`src/rtl/imem_port_arbiter_pkg.sv`:
```
// Shared types and helpers for the instruction-memory port arbiter.
package imem_pkg;

  typedef enum logic {
    ST_BOOT = 1'b0,
    ST_RUN  = 1'b1
  } state_t;

  localparam logic [31:0] NOP_INSTR = 32'h00000013;

  function automatic int unsigned clog2(input int unsigned n);
    int unsigned w;
    w = 0;
    for (int unsigned i = 0; i < 32; i++) begin
      if ((32'd1 << i) < n) w = i + 1;
    end
    return w;
  endfunction

endpackage

```
`src/rtl/imem_port_arbiter_if.sv`:
```
// Fetch, loader and RAM-side signals of the instruction-memory arbiter.
// IMEM_BOUNDS_CHECK_EN adds the f_fault signal.
interface imem_port_arbiter_if
  import imem_pkg::*;
#(
  parameter int ADDRESS = 32,
  parameter int DATA    = 32,
  parameter int DEPTH   = 64
);
  localparam int IDX_W = clog2(DEPTH);

  logic               f_req;
  logic [ADDRESS-1:0] f_addr;
  logic               f_gnt;
  logic               f_rvalid;
  logic [DATA-1:0]    f_rdata;
`ifdef IMEM_BOUNDS_CHECK_EN
  logic               f_fault;
`endif
  logic               ld_req;
  logic [ADDRESS-1:0] ld_addr;
  logic [DATA-1:0]    ld_wdata;
  logic               ld_gnt;
  logic               ld_done;
  logic               core_stall;
  logic               mem_en;
  logic               mem_we;
  logic [IDX_W-1:0]   mem_addr;
  logic [DATA-1:0]    mem_wdata;
  logic [DATA-1:0]    mem_rdata;

  modport slave (
`ifdef IMEM_BOUNDS_CHECK_EN
    output f_fault,
`endif
    input  f_req, f_addr, ld_req, ld_addr, ld_wdata, ld_done, mem_rdata,
    output f_gnt, f_rvalid, f_rdata, ld_gnt, core_stall,
    output mem_en, mem_we, mem_addr, mem_wdata
  );

  modport master (
`ifdef IMEM_BOUNDS_CHECK_EN
    input  f_fault,
`endif
    output f_req, f_addr, ld_req, ld_addr, ld_wdata, ld_done, mem_rdata,
    input  f_gnt, f_rvalid, f_rdata, ld_gnt, core_stall,
    input  mem_en, mem_we, mem_addr, mem_wdata
  );

endinterface

```
`src/rtl/imem_port_arbiter_starve_ctr.sv`:
```
// Saturating count of consecutive loader losses; sat flags a forced loader grant.
module imem_starve_ctr
  import imem_pkg::*;
#(
  parameter int LIM = 4
) (
  input  logic clk,
  input  logic reset,
  input  logic clr,
  input  logic inc,
  output logic sat
);
  localparam int W = (clog2(LIM + 1) < 1) ? 1 : clog2(LIM + 1);

  logic [W-1:0] cnt;

  always_ff @(posedge clk) begin
    if (reset || clr) begin
      cnt <= '0;
    end else if (inc && (cnt != W'(LIM))) begin
      cnt <= cnt + 1'b1;
    end
  end

  assign sat = (cnt == W'(LIM));

endmodule

```
`src/rtl/imem_port_arbiter.sv`:
```
// Arbitrates a single-ported synchronous-read instruction RAM between fetch and loader.
// Optional IMEM_BOUNDS_CHECK_EN: misaligned/out-of-range requests complete without RAM access.
module imem_port_arbiter
  import imem_pkg::*;
#(
  parameter int ADDRESS    = 32,
  parameter int DATA       = 32,
  parameter int DEPTH      = 64,
  parameter int STARVE_LIM = 4
) (
  input  logic                clk,
  input  logic                reset,
  imem_port_arbiter_if.slave  bus
);
  localparam int IDX_W = clog2(DEPTH);

  state_t            state, state_next;
  logic              f_win, ld_win, stall;
  logic              starve_sat;
  logic              f_bad, ld_bad;
  logic [IDX_W-1:0]  f_idx, ld_idx;
  logic              rvalid_q, fault_q;
  logic [DATA-1:0]   rdata_q;
  logic [DATA-1:0]   rdata_now;

  assign f_idx  = bus.f_addr[IDX_W+1:2];
  assign ld_idx = bus.ld_addr[IDX_W+1:2];

`ifdef IMEM_BOUNDS_CHECK_EN
  assign f_bad  = (|bus.f_addr[1:0])  || (|bus.f_addr[ADDRESS-1:IDX_W+2]);
  assign ld_bad = (|bus.ld_addr[1:0]) || (|bus.ld_addr[ADDRESS-1:IDX_W+2]);
`else
  logic unused_addr_bits;
  assign unused_addr_bits = ^{bus.f_addr[1:0], bus.f_addr[ADDRESS-1:IDX_W+2],
                              bus.ld_addr[1:0], bus.ld_addr[ADDRESS-1:IDX_W+2]};
  assign f_bad  = 1'b0;
  assign ld_bad = 1'b0;
`endif

  always_ff @(posedge clk) begin
    if (reset) state <= ST_BOOT;
    else       state <= state_next;
  end

  // Reset suppresses every grant so no RAM access is issued in a reset cycle.
  always_comb begin
    state_next = state;
    f_win      = 1'b0;
    ld_win     = 1'b0;
    stall      = 1'b1;
    if (!reset) begin
      case (state)
        ST_BOOT: begin
          ld_win = bus.ld_req;
          if (bus.ld_done && !bus.ld_req) state_next = ST_RUN;
        end
        ST_RUN: begin
          f_win  = bus.f_req && !(starve_sat && bus.ld_req);
          ld_win = bus.ld_req && !f_win;
          stall  = bus.f_req && !f_win;
        end
        default: state_next = ST_BOOT;
      endcase
    end
  end

  imem_starve_ctr #(.LIM(STARVE_LIM)) u_starve (
    .clk   (clk),
    .reset (reset),
    .clr   (ld_win || !bus.ld_req),
    .inc   (bus.ld_req && !ld_win),
    .sat   (starve_sat)
  );

  assign bus.f_gnt      = f_win;
  assign bus.ld_gnt     = ld_win;
  assign bus.core_stall = stall;
  assign bus.mem_en     = (f_win && !f_bad) || (ld_win && !ld_bad);
  assign bus.mem_we     = ld_win && !ld_bad;
  assign bus.mem_addr   = ld_win ? ld_idx : (f_win ? f_idx : '0);
  assign bus.mem_wdata  = ld_win ? bus.ld_wdata : '0;

  always_ff @(posedge clk) begin
    if (reset) begin
      rvalid_q <= 1'b0;
      fault_q  <= 1'b0;
      rdata_q  <= '0;
    end else begin
      rvalid_q <= f_win;
      fault_q  <= f_win && f_bad;
      if (rvalid_q) rdata_q <= rdata_now;
    end
  end

  // Read data is forwarded straight from the RAM in the valid cycle and held afterwards.
  assign rdata_now    = fault_q ? DATA'(NOP_INSTR) : bus.mem_rdata;
  assign bus.f_rvalid = rvalid_q && !reset;
  assign bus.f_rdata  = reset ? '0 : (rvalid_q ? rdata_now : rdata_q);
`ifdef IMEM_BOUNDS_CHECK_EN
  assign bus.f_fault  = rvalid_q && fault_q && !reset;
`endif

endmodule
```
`src/flat_wrapper.sv`:
```
// flat-port wrapper written by rule: the top's interface ports become plain ports
module imem_port_arbiter_flat import imem_pkg::*;
#(
  parameter int ADDRESS    = 32,
  parameter int DATA       = 32,
  parameter int DEPTH      = 64,
  parameter int STARVE_LIM = 4
)
  (clk, reset, bus_f_req, bus_f_addr, bus_ld_req, bus_ld_addr, bus_ld_wdata, bus_ld_done, bus_mem_rdata, bus_f_gnt, bus_f_rvalid, bus_f_rdata, bus_ld_gnt, bus_core_stall, bus_mem_en, bus_mem_we, bus_mem_addr, bus_mem_wdata);
  imem_port_arbiter_if #(.ADDRESS(ADDRESS), .DATA(DATA), .DEPTH(DEPTH)) bus_i ();
  input  logic clk;
  input  logic reset;
  input wire logic [$bits(bus_i.f_req)-1:0] bus_f_req;
  input wire logic [$bits(bus_i.f_addr)-1:0] bus_f_addr;
  input wire logic [$bits(bus_i.ld_req)-1:0] bus_ld_req;
  input wire logic [$bits(bus_i.ld_addr)-1:0] bus_ld_addr;
  input wire logic [$bits(bus_i.ld_wdata)-1:0] bus_ld_wdata;
  input wire logic [$bits(bus_i.ld_done)-1:0] bus_ld_done;
  input wire logic [$bits(bus_i.mem_rdata)-1:0] bus_mem_rdata;
  output wire logic [$bits(bus_i.f_gnt)-1:0] bus_f_gnt;
  output wire logic [$bits(bus_i.f_rvalid)-1:0] bus_f_rvalid;
  output wire logic [$bits(bus_i.f_rdata)-1:0] bus_f_rdata;
  output wire logic [$bits(bus_i.ld_gnt)-1:0] bus_ld_gnt;
  output wire logic [$bits(bus_i.core_stall)-1:0] bus_core_stall;
  output wire logic [$bits(bus_i.mem_en)-1:0] bus_mem_en;
  output wire logic [$bits(bus_i.mem_we)-1:0] bus_mem_we;
  output wire logic [$bits(bus_i.mem_addr)-1:0] bus_mem_addr;
  output wire logic [$bits(bus_i.mem_wdata)-1:0] bus_mem_wdata;
  assign bus_i.f_req = bus_f_req;
  assign bus_i.f_addr = bus_f_addr;
  assign bus_i.ld_req = bus_ld_req;
  assign bus_i.ld_addr = bus_ld_addr;
  assign bus_i.ld_wdata = bus_ld_wdata;
  assign bus_i.ld_done = bus_ld_done;
  assign bus_i.mem_rdata = bus_mem_rdata;
  assign bus_f_gnt = bus_i.f_gnt;
  assign bus_f_rvalid = bus_i.f_rvalid;
  assign bus_f_rdata = bus_i.f_rdata;
  assign bus_ld_gnt = bus_i.ld_gnt;
  assign bus_core_stall = bus_i.core_stall;
  assign bus_mem_en = bus_i.mem_en;
  assign bus_mem_we = bus_i.mem_we;
  assign bus_mem_addr = bus_i.mem_addr;
  assign bus_mem_wdata = bus_i.mem_wdata;
  imem_port_arbiter #(.ADDRESS(ADDRESS), .DATA(DATA), .DEPTH(DEPTH), .STARVE_LIM(STARVE_LIM)) u_core (.clk(clk), .reset(reset), .bus(bus_i));
endmodule
```
`config.mk`:
```
export PLATFORM = sky130hd
export DESIGN_NAME = imem_port_arbiter_flat
export DESIGN_NICKNAME = d
export VERILOG_FILES = /design/src/rtl/imem_port_arbiter_pkg.sv /design/src/rtl/imem_port_arbiter_if.sv /design/src/rtl/imem_port_arbiter_starve_ctr.sv /design/src/rtl/imem_port_arbiter.sv /design/src/flat_wrapper.sv
export SDC_FILE = /design/constraint.sdc
export NUM_CORES = 1
export LEC_CHECK = 0
export BUFFER_PORTS_ARGS = -buffer_cell sky130_fd_sc_hd__buf_2
export CAP_MARGIN = 20
export CORE_ASPECT_RATIO = 0.7
export CORE_MARGIN = 8
export CORE_UTILIZATION = 29
export DETAILED_ROUTE_END_ITERATION = 10
export GPL_ROUTABILITY_DRIVEN = 0
export PLACE_DENSITY = 0.8
export SLEW_MARGIN = 10
export SYNTH_ARGS = -nofsm -noshare
export SYNTH_HDL_FRONTEND = slang
export SYNTH_SLANG_ARGS = --single-unit
```
`constraint.sdc`:
```
create_clock -name clk -period 1.33 [get_ports clk]
set_input_delay 0 -clock clk [delete_from_list [all_inputs] [get_ports clk]]
set_output_delay 0 -clock clk [all_outputs]
set_load 0.005 [all_outputs]
```
==> results of run 1 <==
how the worst min path moves through the flow:
| stage | endpoint | from | cells past startpoint | slack [ps] |
|---|---|---|---|---|
| after floorplan | bus_core_stall | bus_ld_req | 2 | 110 |
| after global placement | u_core.state | bus_ld_done | 3 | 240 |
| after detailed placement | u_core.state | bus_ld_done | 3 | 250 |
| after CTS | u_core.rdata_q[18] | bus_mem_rdata[18] | 3 | 0.5 |
| after global routing | u_core.rdata_q[2] | bus_mem_rdata[2] | 3 | 8 |
| final | u_core.rdata_q[17] | bus_mem_rdata[17] | 3 | 4 |
layer usage:
metal | up-vias | wire [µm] | track usage (%)
met4 | 0 | 114 | 4.76
met2 | 88 | 3710 | 25.3
li1 | 957 | - | -
met1 | 886 | 2650 | 16.7
met3 | 13 | 715 | 6.85
met5 | - | 0 | 0
registers in the layout, summed over array words and instances (netlist names):
register / cells
u_core.state: 1
u_core.u_starve.cnt: 3
u_core.rvalid_q: 1
u_core.rdata_q: 32
cells by family (layout without fill, tap and decap cells):
kind of cell | count (synthesis) | after routing | share of synthesized area [%]
flip-flops | 37 | 37 | 44.5
adder cells (fa/ha/maj) | 2 | 2 | 1.50
AND/OR/NAND/NOR | 74 | 74 | 22.6
multiplexers | 33 | 33 | 19.8
buffers and inverters | 17 | 209 | 5.26
AO/OA/AOI/OAI | 12 | 12 | 6.32
power groups by stage:
| stage | registers (µW) | clock network, µW | logic (µW) |
|---|---|---|---|
| finish | 1140 | 772 | 484 |
| global route | 1140 | 849 | 527 |
| CTS | 1140 | 810 | 447 |
| detailed placement | 1160 | 0 | 366 |
| global placement | 1160 | 0 | 360 |
| floorplan | 1160 | 0 | 152 |
metrics by stage:
step | power, µW | utilization, % | instances | setup slack (ps) | TNS [ps]
2_1_floorplan | 1310 | - | 175 | 57.9 | 0
4_1_cts | 2400 | 52.5 | 431 | -370 | -13370
5_1_grt | 2520 | 55.7 | 442 | -497 | -20270
6_report | 2400 | 55.7 | 442 | -412 | -15510
3_3_place_gp | 1520 | 45.1 | 399 | -33.2 | -114
3_5_place_dp | 1530 | 45.1 | 399 | -70.5 | -1580
timing repair:
| item | in CTS | in global routing |
|---|---|---|
| gates resized for setup | 26 | 15 |
| setup endpoints to repair | 43 | 56 |
| hold buffers | 19 | 0 |
| endpoints found under the hold margin | 19 | 0 |
| setup buffers | 3 | 6 |
| gates cloned | 2 | 6 |
| pin swaps | 13 | 14 |
placed cells by master, fill, tap and decap left out, types with 2 or more instances in the layout:
master         Yosys  layout
and3_1             3       3
buf_2              7     148
dfxtp_1           37      34
nor2b_1            3       2
clkinvlp_4         0       2
and2_1            32      25
buf_12             0       2
mux2i_1           33      32
nor2_1            34      34
buf_4              2      11
dfxtp_2            0       2
dlygate4sd3_1      0      19
inv_2              0       2
clkbuf_8           0       5
and2_4             0       7
a22o_1             6       6
clkbuf_16          0       3
buf_6              1      15
worst min-delay path, delay by kind of cell:
| family | cells | cell delay, ps |
|---|---|---|
| mux | 1 | 50 |
| simple gates | 1 | 120 |
| buf+inv | 1 | 70 |
cell type report:
type                            instances  area [µm²]
Clock buffer                            6        72.6
Clock inverter                          2        15.0
Fill cell                             498        2500
Inverter                                3        11.3
Multi-Input combinational cell        121         907
Sequential cell                        37         747
Tap cell                               75        93.8
Timing Repair Buffer                  198        1300
==> reports/metrics.yaml, run 1 <==
outcome: "finished, violations left"
violations: "setup timing"
core_area_mm2: 0.00564
ys_ff_latch: 37
antenna_left: 0
synth.area.top_cells: "dfxtp_1 (45%), mux2i_1 (20%), and2_1 (12%)"
pwr-share-comb_pct: 20.2
rows: 23
yosysUniqueCellTypes: 20
cp.buffers_inverters: 4
endpoint: "bus_mem_addr[5]"
hold_slack_ps: 3.55
finalNetCount: 501
vias_per_cell: 4.40
period_needed_ps: 1740
slew_headroom_pct: 79.7
grt-ovfl-total: 0
startpoint: "u_core.u_starve.cnt[1]"
port-buffer-count: 156
drc_errors: 0
drv_slew: 0
clkTransAtPathRegs_ps: 80
antenna_cells: 0
skew_ps: 5.83
drt_iter0_markers: 43
seqPwrFrac_pct: 47.6
syn_to_final_growth_pct: 88.9
routedWlPerCell_um: 16.3
cp-end-kind: "output port"
setup_ws_ps: -412
cts_buffers: 5
clk_latency_ps: 280
crit_fanout: 6
p_int_uw: 1790
grt_pass1_vias: 2033
r2r_setup_slack_ps: -30
grt_use_total_pct: 15.0
syn_inst: 175
grt_max_degree: 26
ys_seq_area_share_pct: 44.5
boundaryPins: 209
yosysMostFrequentCell: "dfxtp_1"
synth_top_flop_cell: "dfxtp_1"
dieArea_mm2: 0.00846
clock_path_buffers: 2
die_x_um: 107
synth_warnings: 0
start_util_pct: 29.5
syn_nets: 310
rr_endpoint: "u_core.u_starve.cnt[0]"
reg2reg_depth: 8
clock-sinks: 37
rsz0062_at_grt: "yes"
htree_num_levels: 2
yosysTopAreaCellShare_pct: 44.5
cp.required_ps: 1330
first_pass_iters: 4
critPathTopFamily: "buffers and inverters"
avgSynthCellArea_um2: 9.51
netlist_area_mm2: 0.00166
finalCritPeriodShare_pct: 131
crit_chain: "inv_2, ha_4, nand2_4, a311oi_4, buf_6, buf_4, a22o_1, buf_2"
cts_tree: "done"
slowest_delay_ps: 330
hold_viol_final: 0
synth_edf_count: 0
worst_pin_slew_ps: 305
place_hpwl_um: 5040
vias: 1944
synth_top_area_cell: "dfxtp_1"
max_freq_ghz: 0.574
p_per_area_mw_per_mm2: 762
synth-async-reset-ratio_pct: 0
p_clk_share_pct: 32.2
crit_slowest_cell: "dfxtp_2"
irDropWorstVdd_uv: 397
cts-root-buf: "clkbuf_8"
yosys-top-cells-count: "dfxtp_1 (37), nor2_1 (34), mux2i_1 (33)"
worstPathArrival_ps: 1740
cp.depth: 8
sw_frac_of_total_pct: 25.4
antenna_found_initial: 0
fin_area_mm2: 0.00314
layout-drive-gt1-share_pct: 55.9
min_path_type: "in -> reg"
drv_cap: 0
worstSetupStartpointType: "register"
r2r_start: "u_core.u_starve.cnt[1]"
power_switching_uw: 609
critPathKind: "reg -> out"
setup_viol: 45
placed_area_mm2: 0.00254
die_h_um: 79.4
routed_wl_um: 7190
p_leak_uw: 0.00160
grt_pass1_wl_um: 10200
Note: power is estimated with default switching activity, not from simulation.
==> inputs of run 2 (changes only) <==
--- a/config.mk
+++ b/config.mk
@@ -12,6 +12,7 @@
 export CORE_UTILIZATION = 29
 export DETAILED_ROUTE_END_ITERATION = 10
 export GPL_ROUTABILITY_DRIVEN = 0
+export GPL_TIMING_DRIVEN = 1
 export PLACE_DENSITY = 0.8
 export SLEW_MARGIN = 10
 export SYNTH_ARGS = -nofsm -noshare
==> constraint.sdc (replaced) <==
create_clock -name clk -period 1.33 [get_ports clk]
set_input_delay 0.1995 -clock clk [delete_from_list [all_inputs] [get_ports clk]]
set_output_delay 0.1995 -clock clk [all_outputs]
set_load 0.005 [all_outputs]
==> run 2 against run 1 <==
Net effect:
- the flow still finishes with violations (setup timing)
- global-route usage is 0.65 points lower
- setup slack worse by 120 ps
- total power is 8.7% higher
- clock power is 27% higher
- core utilization is 1.1 points higher
- via count is 2.9% lower
- first-iteration DRC count is 23% higher
- combinational power is 0.8% higher
- cell count is 1.1% lower
- sequential cell count stayed put
- critical endpoint is now bus_mem_wdata[21]
- highest routed layer unchanged
==> reports/metrics.yaml, run 2 (synthesis results as in run 1) <==
outcome: "finished, violations left"
violations: "setup timing"
worst_pin_slew_ps: 368
top_regs: "u_core.rdata_q: 32 flops, u_core.u_starve.cnt: 3 flops"
hold_buffers: 0
setup_viol: 75
vias: 1888
hold_viol_final: 0
period_needed_ps: 1860
crit_slowest_cell: "dfxtp_2"
vias_per_cell: 4.32
drc_errors: 0
layout-drive-gt1-share_pct: 63.0
worstPathArrival_ps: 1660
grt_pass1_vias: 1984
finalCritPeriodShare_pct: 140
boundaryPins: 209
grt_pass1_wl_um: 9870
syn_to_final_growth_pct: 92.6
grt_use_total_pct: 14.4
dieArea_mm2: 0.00846
regArea_um2: 747
grt-ovfl-total: 0
start_util_pct: 29.5
startpoint: "u_core.u_starve.cnt[1]"
wl_met3_um: 604
final_common_cell: "buf_2"
htree_num_levels: 2
drt_iter0_markers: 53
min_path_type: "in -> reg"
skew_ps: 10.1
routed.top_layer: "met4"
worstSetupStartpointType: "register"
core_area_mm2: 0.00564
place_hpwl_um: 4820
cp.required_ps: 1130
crit_fanout: 20
top_register: "u_core.rdata_q"
met1_length_um: 2530
cts-root-buf: "clkbuf_8"
antenna_found_initial: 0
nFillCells: 523
finalNetCount: 496
p_per_area_mw_per_mm2: 813
p_leak_uw: 0.00165
rows: 23
routedWlPerCell_um: 15.5
first_pass_iters: 4
r2r_start: "u_core.rvalid_q"
cp-end-kind: "output port"
slew_headroom_pct: 75.4
max_freq_ghz: 0.536
cts_tree: "done"
setup_ws_ps: -534
routed_wl_um: 6760
clock-sinks: 37
clk_latency_ps: 290
drv_cap: 0
irDropWorstVdd_uv: 508
multiInputGateArea_um2: 937
hold_slack_ps: 143
cts_buffers: 5
rsz0062_at_grt: "yes"
layout_common_cells: "buf_2 (141), nor2_1 (34), dfxtp_1 (34)"
largest_reg_flops: 32
hold_start: "bus_ld_done"
antenna_left: 0
antenna_cells: 0
clock_path_buffers: 2
slowest_delay_ps: 330
tns_ps: -26140
die_h_um: 79.4
crit_top_cell: "buf_6"
wl_met2_um: 3570
critPathKind: "reg -> out"
port-buffer-count: 156
die_x_um: 107
clkTransAtPathRegs_ps: 80
crit_chain: "inv_2, ha_4, nand2_4, a311oi_4, buf_6, clkbuf_16, and2_4, buf_6"
grt_max_degree: 41
drv_slew: 0
==> run 2: power by group <==
group	total [µW]	internal (µW)	switching, µW
clock	977	563	414
sequential	1140	1130	10.2
combinational	488	297	192
==> run 2: layout make-up <==
class                   instances  area share, %
clock inverters                 2           1.21
inverters                       3          0.351
repair buffers                193           40.7
flip-flops and latches         37           23.3
clock buffers                   6           2.26
well taps                      75           2.93
multi-input cells             121           29.2
==> run 2: per-stage QoR <==
step | util (%) | total power [µW] | std cells | worst slack, ps | area [µm²]
global route | 56.8 | 2720 | 437 | -612 | 3200
floorplan | - | 1320 | 175 | -102 | 1710
finish | 56.8 | 2600 | 437 | -534 | 3200
CTS | 54.6 | 2600 | 433 | -534 | 3080
global placement | 46.8 | 1540 | 403 | -169 | 2640
detailed placement | 46.8 | 1550 | 403 | -220 | 2640
==> run 2: layer usage <==
metal / track usage, % / vias to the layer above
li1: - / 950
met1: 14.7 / 862
met2: 26.5 / 68
met3: 6.37 / 8
met4: 3.36 / 0
met5: 0 / -
==> run 2: path summary, 6_finish.rpt <==
path | end | slack, ps | cells after the start
min reg2reg | u_core.rdata_q[0] | 500 | 2
max | bus_mem_wdata[21] | -530 | 8
min | u_core.state | 140 | 3
max reg2reg | u_core.rdata_q[6] | 50 | 6
==> run 2: critical path: cells and delay by family (launching register included) <==
kind / cells / cell delay, ps
AO/OA/AOI/OAI: 1 / 210
adder cells (fa/ha/maj): 1 / 140
buffers and inverters: 4 / 490
flip-flops: 1 / 330
AND/OR/NAND/NOR: 2 / 200
==> run 2: timing repair <==
item | CTS | global route
cloned | 3 | 2
pin swaps | 9 | 14
setup endpoints to repair | 76 | 79
gates resized for setup | 23 | 19
setup buffers | 19 | 7
==> inputs of run 3 (changes only) <==
--- a/config.mk
+++ b/config.mk
@@ -5,15 +5,15 @@
 export SDC_FILE = /design/constraint.sdc
 export NUM_CORES = 1
 export LEC_CHECK = 0
-export BUFFER_PORTS_ARGS = -buffer_cell sky130_fd_sc_hd__buf_2
 export CAP_MARGIN = 20
 export CORE_ASPECT_RATIO = 0.7
 export CORE_MARGIN = 8
-export CORE_UTILIZATION = 29
+export CORE_UTILIZATION = 40
 export DETAILED_ROUTE_END_ITERATION = 10
+export DONT_BUFFER_PORTS = 1
 export GPL_ROUTABILITY_DRIVEN = 0
 export GPL_TIMING_DRIVEN = 1
-export PLACE_DENSITY = 0.8
+export PLACE_DENSITY = 0.59
 export SLEW_MARGIN = 10
 export SYNTH_ARGS = -nofsm -noshare
 export SYNTH_HDL_FRONTEND = slang
==> run 3 against run 2 <==
Net effect:
- the flow still finishes with violations (setup timing)
- total power decreased by 19%
- setup slack improved by 150 ps
- highest routed layer unchanged
- cell area decreased by 32%
- via count decreased by 35%
- core utilization decreased by 1.8 points
- first-iteration DRC count decreased by 21%
- largest cell class is now multi-input gates
- sequential share of layout area increased by 11 points
- maximum frequency increased by 8.8%
- clock skew decreased by 5.5 ps
- cell count decreased by 45%
==> reports/metrics.yaml, run 3 (synthesis results as in run 1) <==
outcome: "finished, violations left"
violations: "setup timing"
die_h_um: 70.0
hold_buffers: 2
cts-root-buf: "clkbuf_8"
core_area_mm2: 0.00395
vias_per_cell: 5.14
first_pass_iters: 4
slew_headroom_pct: 79.1
p_int_uw: 1620
hold_slack_ps: 0.878
rows: 19
final_common_cell: "dfxtp_1"
reg2reg_depth: 7
setup_viol: 76
clkTransAtPathRegs_ps: 70
grt-ovfl-total: 0
power_switching_uw: 490
hold_start: "reset"
top_regs: "u_core.rdata_q: 32 flops, u_core.u_starve.cnt: 3 flops"
largest_reg_flops: 32
worstPathArrival_ps: 1510
finalCritPeriodShare_pct: 129
sw_frac_of_total_pct: 23.3
drc_errors: 0
clock-sinks: 37
hold_end: "u_core.rdata_q[2]"
port-buffer-count: 0
seqPwrFrac_pct: 54.1
top_register: "u_core.rdata_q"
die_x_um: 93.1
whs_path_depth: 1
syn_to_final_growth_pct: 30.5
hold_viol_final: 0
clk_latency_ps: 280
startpoint: "u_core.u_starve.cnt[1]"
rr_endpoint: "u_core.rvalid_q"
p_leak_uw: 0.000793
antenna_cells: 0
clock_path_buffers: 2
grt_pass1_vias: 1265
cp.required_ps: 1130
antenna_left: 0
min_path_type: "in -> reg"
grt_max_degree: 40
finalNetCount: 322
p_per_area_mw_per_mm2: 970
slowest_delay_ps: 330
worstSetupStartpointType: "register"
fin_area_mm2: 0.00217
antenna_found_initial: 0
cp.buffers_inverters: 2
layout_common_cells: "dfxtp_1 (34), mux2i_1 (28), and2_1 (22)"
irDropWorstVdd_uv: 669
drt_iter0_markers: 42
setup_ws_ps: -384
crit_fanout: 39
pwr-share-comb_pct: 11.2
power_uw: 2110
boundaryPins: 209
routedWlPerCell_um: 22.1
skew_ps: 4.52
drv_slew: 0
drv_cap: 0
grt_use_total_pct: 15.0
worst_pin_slew_ps: 312
cts_buffers: 5
p_clk_share_pct: 34.8
dieArea_mm2: 0.00651
max_freq_ghz: 0.584
start_util_pct: 42.2
crit_chain: "inv_2, ha_4, nand2_4, a311oi_4, buf_12, a22o_1"
period_needed_ps: 1710
critPathTopFamily: "compound AO/OA/AOI/OAI gates"
rsz0062_at_grt: "yes"
cp-end-kind: "output port"
crit_slowest_cell: "dfxtp_2"
vias: 1233
r2r_start: "u_core.u_starve.cnt[1]"
r2r_setup_slack_ps: 40
layout-drive-gt1-share_pct: 34.6
placed_area_mm2: 0.00179
place_hpwl_um: 4030
routed_wl_um: 5310
grt_pass1_wl_um: 7700
cts_tree: "done"
critPathKind: "reg -> out"
htree_num_levels: 2
## run 3: area by class of cell
class                           count  area [µm²]
Clock buffer                        6        72.6
Clock inverter                      2        10.0
Fill cell                         343        1770
Inverter                            3        11.3
Multi-Input combinational cell    121        1010
Sequential cell                    37         747
Tap cell                           52        65.1
Timing Repair Buffer               19         258
## run 3: stage by stage
step           setup WS [ps]  cells  TNS [ps]  util, %
2_1_floorplan           -102    175     -1480        -
3_3_place_gp           -66.4    220     -1980     45.3
3_5_place_dp           -90.8    220     -3010     45.3
4_1_cts                 -395    238    -18150     52.7
5_1_grt                 -461    240    -22380     55.0
6_report                -384    240    -17320     55.0
## run 3: routing by layer
metal  GRT usage, %  up-vias  routed length [µm]
met5              0        -                   0
met4           4.45        0                  61
met3           8.11        6                 514
met2           25.1       55                2770
met1           15.7      575                1970
li1               -      597                   -
## run 3: how the worst max path moves through the flow
| stage | depth (start not counted) | endpoint | slack, ps |
|---|---|---|---|
| 3_3_place_gp | 6 | bus_mem_wdata[31] | -70 |
| 3_5_place_dp | 6 | bus_mem_wdata[31] | -90 |
| 2_1_floorplan | 7 | bus_mem_wdata[12] | -100 |
| 6_report | 6 | bus_mem_addr[4] | -380 |
| 5_1_grt | 6 | bus_mem_wdata[3] | -460 |
| 4_1_cts | 6 | bus_mem_wdata[3] | -390 |
## run 3: power by group through the flow
| stage | clock network (µW) | logic, µW | registers, µW |
|---|---|---|---|
| 3_3_place_gp | 0 | 180 | 1160 |
| 6_report | 733 | 235 | 1140 |
| 5_1_grt | 798 | 253 | 1140 |
| 4_1_cts | 762 | 224 | 1140 |
| 2_1_floorplan | 0 | 163 | 1160 |
| 3_5_place_dp | 0 | 183 | 1160 |
## run 3: repair_timing
action / CTS / global route
pin swaps: 4 / 6
hold endpoints to repair: 5 / 10
endpoints found under the setup margin: 70 / 77
gates cloned: 3 / 1
setup buffers: 5 / 6
resized for setup: 20 / 28
